`config.mk`:
```
export PLATFORM = sky130hd
export DESIGN_NAME = fifo_rd_stream
export DESIGN_NICKNAME = d
export VERILOG_FILES = /design/src/rtl/fifo_rd_pkg.sv /design/src/rtl/stream_skid2.sv /design/src/rtl/fifo_rd_stream.sv
export SDC_FILE = /design/constraint.sdc
export NUM_CORES = 1
export LEC_CHECK = 0
export CORE_MARGIN = 2
export CORE_UTILIZATION = 52
export DETAILED_ROUTE_END_ITERATION = 6
export GPL_ROUTABILITY_DRIVEN = 0
export MAX_ROUTING_LAYER = met4
export PLACE_DENSITY = 0.87
export SYNTH_ARGS = -nofsm -noshare
export SYNTH_HDL_FRONTEND = slang
export SYNTH_SLANG_ARGS = --single-unit
```
`constraint.sdc`:
```
create_clock -name rclk -period 3.22 [get_ports rclk]
set_input_delay 0.483 -clock rclk [delete_from_list [all_inputs] [get_ports rclk]]
set_output_delay 0.483 -clock rclk [all_outputs]
set_load 0.005 [all_outputs]
```
`src/rtl/fifo_rd_pkg.sv`:
```
// Shared types and constants for the FIFO read-side drain engine.
package fifo_rd_pkg;

   localparam int DSIZE_DEF = 8;
   localparam int BURST_DEF = 4;

   localparam logic [1:0] OCC0 = 2'd0;
   localparam logic [1:0] OCC1 = 2'd1;
   localparam logic [1:0] OCC2 = 2'd2;

   // Beat counter width; a single-word frame still needs one bit.
   function automatic int calc_bcw(input int burst);
      return (burst > 1) ? $clog2(burst) : 1;
   endfunction

   localparam int BCW = calc_bcw(BURST_DEF);

   typedef struct packed {
      logic                 last;
      logic [DSIZE_DEF-1:0] data;
   } entry_t;

endpackage

```
`src/rtl/stream_skid2.sv`:
```
// Two-entry output buffer: head drives the stream, tail absorbs one word of backpressure.
module stream_skid2
   import fifo_rd_pkg::*;
#(
   parameter int W = $bits(entry_t)
) (
   input  logic         clk,
   input  logic         rst,
   input  logic         push,
   input  logic [W-1:0] push_data,
   input  logic         ready,
   output logic [W-1:0] head,
   output logic [1:0]   occ,
   output logic         space
);

   logic [W-1:0] head_q;
   logic [W-1:0] tail_q;
   logic [1:0]   occ_q;
   logic         accept;

   assign accept = (occ_q != OCC0) & ready;
   assign head   = head_q;
   assign occ    = occ_q;
   assign space  = (occ_q < OCC2);

   always_ff @(posedge clk) begin
      if (rst) begin
         occ_q  <= OCC0;
         head_q <= '0;
         tail_q <= '0;
      end else begin
         case (occ_q)
            OCC0: begin
               if (push) begin
                  head_q <= push_data;
                  occ_q  <= OCC1;
               end
            end
            OCC1: begin
               // Pop and accept together keep one word in flight at full rate.
               if (push && accept) begin
                  head_q <= push_data;
               end else if (push) begin
                  tail_q <= push_data;
                  occ_q  <= OCC2;
               end else if (accept) begin
                  occ_q  <= OCC0;
               end
            end
            OCC2: begin
               if (accept) begin
                  head_q <= tail_q;
                  occ_q  <= OCC1;
               end
            end
            default: occ_q <= OCC0;
         endcase
      end
   end

endmodule

```
`src/rtl/fifo_rd_stream.sv`:
```
// Read-domain drain engine: pops the FIFO into a registered valid/ready stream,
// tags every BURST-th word as last and counts accepted frames.
module fifo_rd_stream
   import fifo_rd_pkg::*;
#(
   parameter int DSIZE = 8,
   parameter int BURST = 4,
   parameter int FCW   = 16
) (
   input  logic             rclk,
   input  logic             rrst,
   input  logic             en,
   input  logic             rempty,
   input  logic [DSIZE-1:0] rdata,
   output logic             rinc,
   output logic [DSIZE-1:0] m_data,
   output logic             m_valid,
   output logic             m_last,
   input  logic             m_ready,
   output logic [FCW-1:0]   frame_cnt
);

   localparam int BCW_L = calc_bcw(BURST);

   typedef struct packed {
      logic             last;
      logic [DSIZE-1:0] data;
   } ent_t;

   logic [BCW_L-1:0] beat;
   logic             beat_last;
   logic [1:0]       occ;
   logic             space;
   ent_t             push_ent;
   ent_t             head_ent;

   assign beat_last = (beat == BCW_L'(BURST - 1));

   // Pop only on buffer space, never on m_ready, so backpressure stays registered.
   assign rinc = !rrst & en & !rempty & space;

   assign push_ent = '{last: beat_last, data: rdata};

   stream_skid2 #(
      .W($bits(ent_t))
   ) u_skid (
      .clk       (rclk),
      .rst       (rrst),
      .push      (rinc),
      .push_data (push_ent),
      .ready     (m_ready),
      .head      (head_ent),
      .occ       (occ),
      .space     (space)
   );

   assign m_valid = (occ != OCC0);
   assign m_data  = head_ent.data;
   assign m_last  = head_ent.last;

   always_ff @(posedge rclk) begin
      if (rrst) begin
         beat <= '0;
      end else if (rinc) begin
         beat <= beat_last ? '0 : beat + 1'b1;
      end
   end

   always_ff @(posedge rclk) begin
      if (rrst) begin
         frame_cnt <= '0;
      end else if (m_valid && m_ready && m_last) begin
         frame_cnt <= frame_cnt + 1'b1;
      end
   end

endmodule
```
==> out/qor.yml, run 1 <==
ant_nets: 0
vias: 1471
io_pins: 40
whs_ns: 0.461
wl_met1_um: 1680
core-area_mm2: 0.00305
die_h_um: 60.8
startpoint_type: "input pin"
wl_per_cell_um: 13.8
period_minus_slack_ns: 2.68
numCtsBuffers: 5
drive_gt1_share_pct: 5.41
final_area_mm2: 0.00212
clock-sinks: 38
clock_skew_ns: 0.00345
p_switching_uw: 195
slowest_stage: "or4b_1"
wirelength_um: 3670
cp_num_buf_inv: 3
swShare_pct: 24.1
tightestPinTransition_ns: 0.694
ys_ff_latch: 38
area_growth_syn_to_layout_pct: 26.5
period_share_pct: 83.1
cts_setup_buffers: 0
slew_violations: 0
cts_tree: "done"
sequentialPowerShare_pct: 60.7
cts-root-buf: "clkbuf_4"
drc: 0
critical_path_class: "in -> out"
vdd_ir_drop_max_mv: 0.271
grt_pass1_vias: 1289
postCtsResizedCells: 0
hold_viol: 0
dp_hpwl_um: 2490
status: "complete, no violations"
hp-class: "reg -> reg"
start_util_pct: 55.0
max_freq_mhz: 374
max_stage_delay_ns: 0.67
p_clk_share_pct: 28.0
drtIter0Drc: 49
postSynthCellCount: 185
drv_cap: 0
nNetsFinal: 237
yosys_warnings: 0
pwr-share-comb_pct: 11.3
clkTransAtPathRegs_ns: 0.10
leakage_uw: 0.000774
wl_met3_um: 145
portBuffers: 39
drtPass1Iterations: 4
synth.distinct_cells: 36
arrival_ns: 2.19
synth_area_mm2: 0.00168
clockBufferDepth: 2
insertion_delay_ns: 0.34
slew_headroom_pct: 53.8
insertedDiodeCount: 0
path_delay_family: "buffers and inverters"
grt_max_degree: 39
die_w_um: 60.8
grt_setup_unrepaired: "no"
synth_nets: 200
grt_pass1_wl_um: 6010
cts_max_level: 2
antenna_found_initial: 0
grt_use_total_pct: 22.8
ys_seq_area_share_pct: 45.3
finalSetupViolations: 0
crit_chain: "clkdlybuf4s50_1 -> or4b_1 -> inv_2 -> clkdlybuf4s50_1"
dpl_cell_area_mm2: 0.00208
p_int_uw: 614
die-area_mm2: 0.00370
top_layer_used: "met4"
powerDensity_mw_per_mm2: 381
grt_overflow_total: 0
cp_common_cell: "clkdlybuf4s50_1"
worstSetupEndpointType: "primary output"
met2_length_um: 1780
vias_per_cell: 5.53
setup_tns_ns: 0
critPathMaxFanout: 5
crit_required_ns: 2.74
postCtsHoldBufs: 0
num_rows: 20
synth.avg_cell_area_um2: 9.08
area by class of cell:
class	count	area (um2)
Tap cell	44	55.1
Inverter	2	7.51
Timing Repair Buffer	41	405
Fill cell	257	928
Clock buffer	7	45.0
Multi-Input combinational cell	134	851
Sequential cell	38	761
registers in the layout, indices dropped and copies added, names as in the netlist:
| signal | flops |
|---|---|
| u_skid.occ | 2 |
| u_skid.head | 9 |
| beat | 2 |
| frame_cnt | 16 |
| u_skid.tail_q | 9 |
power groups by stage:
stage / combinational [uW] / clock, uW / sequential, uW
2_1_floorplan: 45.9 / 0 / 502
3_3_place_gp: 88.7 / 0 / 502
3_5_place_dp: 91.0 / 0 / 502
4_1_cts: 91.4 / 235 / 491
5_1_grt: 99.5 / 257 / 493
6_report: 91.1 / 227 / 491
Yosys cell counts:
| library cell | number | area, um2 |
|---|---|---|
| nand2_1 | 18 | 67.6 |
| and4_1 | 2 | 17.5 |
| buf_6 | 2 | 22.5 |
| a21oi_1 | 17 | 85.1 |
| dfxtp_1 | 38 | 761 |
| xor2_1 | 5 | 43.8 |
| nor3_1 | 1 | 5.00 |
| a2111oi_0 | 1 | 8.76 |
| nor4_1 | 1 | 6.26 |
| o211ai_4 | 1 | 21.3 |
| xnor2_1 | 3 | 26.3 |
| o22a_1 | 1 | 8.76 |
| nand3_1 | 14 | 70.1 |
| or4b_1 | 1 | 10.0 |
| ha_1 | 2 | 25.0 |
| o31ai_1 | 4 | 30.0 |
| o21ai_0 | 5 | 25.0 |
| a211oi_2 | 1 | 12.5 |
| clkbuf_1 | 5 | 18.8 |
| nand4_1 | 3 | 18.8 |
| or2_1 | 1 | 6.26 |
| and2b_1 | 1 | 7.51 |
| nor2_2 | 1 | 6.26 |
| buf_2 | 3 | 15.0 |
| nor2_1 | 20 | 75.1 |
| inv_2 | 1 | 3.75 |
| nand2b_1 | 2 | 12.5 |
| a2bb2oi_4 | 1 | 26.3 |
| or3_1 | 4 | 25.0 |
| a211oi_1 | 8 | 60.1 |
| buf_1 | 1 | 3.75 |
| inv_1 | 1 | 3.75 |
| and3_1 | 1 | 6.26 |
| mux2i_1 | 11 | 110 |
| o2111a_1 | 1 | 11.3 |
| or4_1 | 3 | 22.5 |
layout by cell type, fill, tap and decap left out, drive strengths merged:
cell            n
a2111oi         1
a211oi          9
a21oi          17
a2bb2oi         1
and2b           1
and3            1
and4            2
buf             2
clkbuf          7
clkdlybuf4s50  39
dfxtp          38
ha              2
inv             2
mux2i          11
nand2          18
nand2b          2
nand3          14
nand4           3
nor2           21
nor3            1
nor4            1
o2111a          1
o211ai          1
o21ai           5
o22a            1
o31ai           4
or2             1
or3             4
or4             3
or4b            1
xnor2           3
xor2            5
layer usage:
metal	vias to the layer above	track usage (%)
met5	-	-
met3	6	6.40
met4	0	9.94
li1	742	-
met1	696	28.2
met2	27	34.7
tightest hold or removal path, cell delays in order, from the launching register on:
cell and delay [ns]:
dfxtp_1 0.32, nand2_1 0.05, a21oi_1 0.05
final timing paths:
check | slack (ns) | endpoint | from | cells after the start
hold reg to reg | 0.46 | u_skid.tail_q[5] | u_skid.tail_q[5] | 2
setup reg to reg | 1.21 | u_skid.tail_q[2] | u_skid.occ[1] | 6
hold / removal | 0.46 | u_skid.tail_q[5] | u_skid.tail_q[5] | 2
setup / recovery | 0.54 | rinc | rrst | 4
metrics by stage:
step / instances / util [%] / total power, uW / worst slack, ns
3_3_place_gp: 259 / 68.1 / 590 / 0.544
4_1_cts: 266 / 69.6 / 818 / 0.531
5_1_grt: 266 / 69.6 / 850 / 0.498
2_1_floorplan: 185 / - / 548 / 1.34
3_5_place_dp: 259 / 68.1 / 593 / 0.532
6_report: 266 / 69.6 / 810 / 0.544
cells by family (layout without fill, tap and decap cells):
| group | Yosys count | after routing | synth area share, % |
|---|---|---|---|
| AOI/OAI and AO/OA | 40 | 40 | 17.2 |
| adders and majority gates | 2 | 2 | 1.49 |
| muxes | 11 | 11 | 6.56 |
| buffers and inverters | 13 | 50 | 4.02 |
| xor gates and xnor gates | 8 | 8 | 4.17 |
| and+or+nand+nor | 73 | 73 | 21.2 |
| DFF | 38 | 38 | 45.3 |
No activity file was read; power rests on OpenSTA's default activity.
==> run 2, diff against run 1 <==
Settings changed: CORE_UTILIZATION 52 to 44, PLACE_DENSITY 0.87 to 0.79.
Clock period 3.22 ns to 2.35 ns, I/O delays scaled along.
==> out/qor.yml, run 2 (same netlist as run 1, synthesis figures left out) <==
drc: 0
clock-sinks: 38
insertedDiodeCount: 0
status: "complete, no violations"
io_pins: 40
start_util_pct: 45.9
insertion_delay_ns: 0.29
total_power_uw: 1250
wirelength_um: 3470
nNetsFinal: 242
cts_tree: "done"
hold_viol: 0
grt_pass1_vias: 1333
slew_headroom_pct: 74.2
powerDensity_mw_per_mm2: 563
cts_max_level: 2
numCtsBuffers: 5
vias: 1492
max_freq_mhz: 441
area_growth_syn_to_layout_pct: 32.5
place_inst: 268
die-area_mm2: 0.00433
arrival_ns: 1.92
final_common_cell: "clkdlybuf4s50_1"
clkTransAtPathRegs_ns: 0.07
ant_nets: 0
clockBufferDepth: 2
grt_max_degree: 39
vdd_ir_drop_max_mv: 0.355
drtIter0Drc: 110
hp-class: "reg -> reg"
postCtsHoldBufs: 0
startpoint_type: "input pin"
period_minus_slack_ns: 2.27
grt_use_total_pct: 17.6
die_w_um: 65.8
portBuffers: 39
drtPass1Iterations: 4
grt_setup_unrepaired: "no"
grt_overflow_total: 0
crit_required_ns: 2.00
worstSetupEndpointType: "primary output"
dp_hpwl_um: 2460
antenna_found_initial: 0
stdcell_count: 276
grt_pass1_wl_um: 5780
largest_register: "frame_cnt"
wl_per_cell_um: 12.6
postCtsResizedCells: 0
largest_register_ffs: 16
finalSetupViolations: 0
die_h_um: 65.8
drv_cap: 0
critPathMaxFanout: 2
drive_gt1_share_pct: 8.77
mostFrequentLayoutCells: "39 x clkdlybuf4s50_1, 38 x dfxtp_1, 20 x nor2_1"
tightestPinTransition_ns: 0.387
period_share_pct: 96.5
dpl_cell_area_mm2: 0.00213
clock_skew_ns: 0.00672
setup_tns_ns: 0
vias_per_cell: 5.41
critical_path_class: "in -> out"
cts-root-buf: "clkbuf_8"
num_rows: 22
final_area_mm2: 0.00222
core-area_mm2: 0.00366
leakage_uw: 0.000820
fillers: 356
cts_setup_buffers: 0
slew_violations: 0
-- run 2: changes by cell type in the layout (fill, tap and decap cells not counted), moves of 2 or more --
cell	delta
buf_4	+4
clkbuf_1	-2
clkbuf_4	-5
clkbuf_8	+5
-- run 2: final timing paths --
path	start	to	slack, ns	depth (start not counted)
worst max-delay path	rrst	rinc	0.08	4
worst min-delay path	u_skid.tail_q[0]	u_skid.tail_q[0]	0.46	2
worst max register to register	u_skid.occ[1]	u_skid.head[8]	0.48	6
worst min register to register	u_skid.tail_q[0]	u_skid.tail_q[0]	0.46	2
-- run 2: metrics by stage --
step	setup WS, ns	util [%]	hold slack (ns)
5_1_grt	0.0338	60.8	0.488
3_5_place_dp	0.0780	58.3	0.448
4_1_cts	0.0698	60.8	0.459
2_1_floorplan	0.667	-	0.436
6_report	0.0813	60.8	0.455
3_3_place_gp	0.0912	58.3	0.441
-- run 2: final cells by class --
class	count	area [um2]	share of cell area (%)
multi-input cells	134	851	38.2
flip-flops and latches	38	761	34.2
repair buffers	46	455	20.5
clock buffers	5	68.8	3.09
well taps	48	60.1	2.70
clock inverters	3	21.3	0.956
inverters	2	7.51	0.337
-- run 2: worst max-delay path: stages --
cell	delay (ns)
clkdlybuf4s50_1	0.41
or4b_1	0.56
inv_2	0.10
clkdlybuf4s50_1	0.49
-- run 2: metal layers --
metal  track usage (%)  wire (um)  vias to the layer above  share of wire (%)
li1                  -          -                      750                  -
met1              19.7       1570                      698                 45
met2              30.1       1690                       38                 49
met3              5.11        170                        6                4.9
met4              5.73         40                        0                1.2
met5                 -          0                        -                  0
-- run 2: report_power, final --
| part | leakage, uW | switching, uW | internal [uW] |
|---|---|---|---|
| clock | 0.0000441 | 241 | 208 |
| combinational | 0.000468 | 56.2 | 74.9 |
| sequential | 0.000308 | 13.2 | 660 |
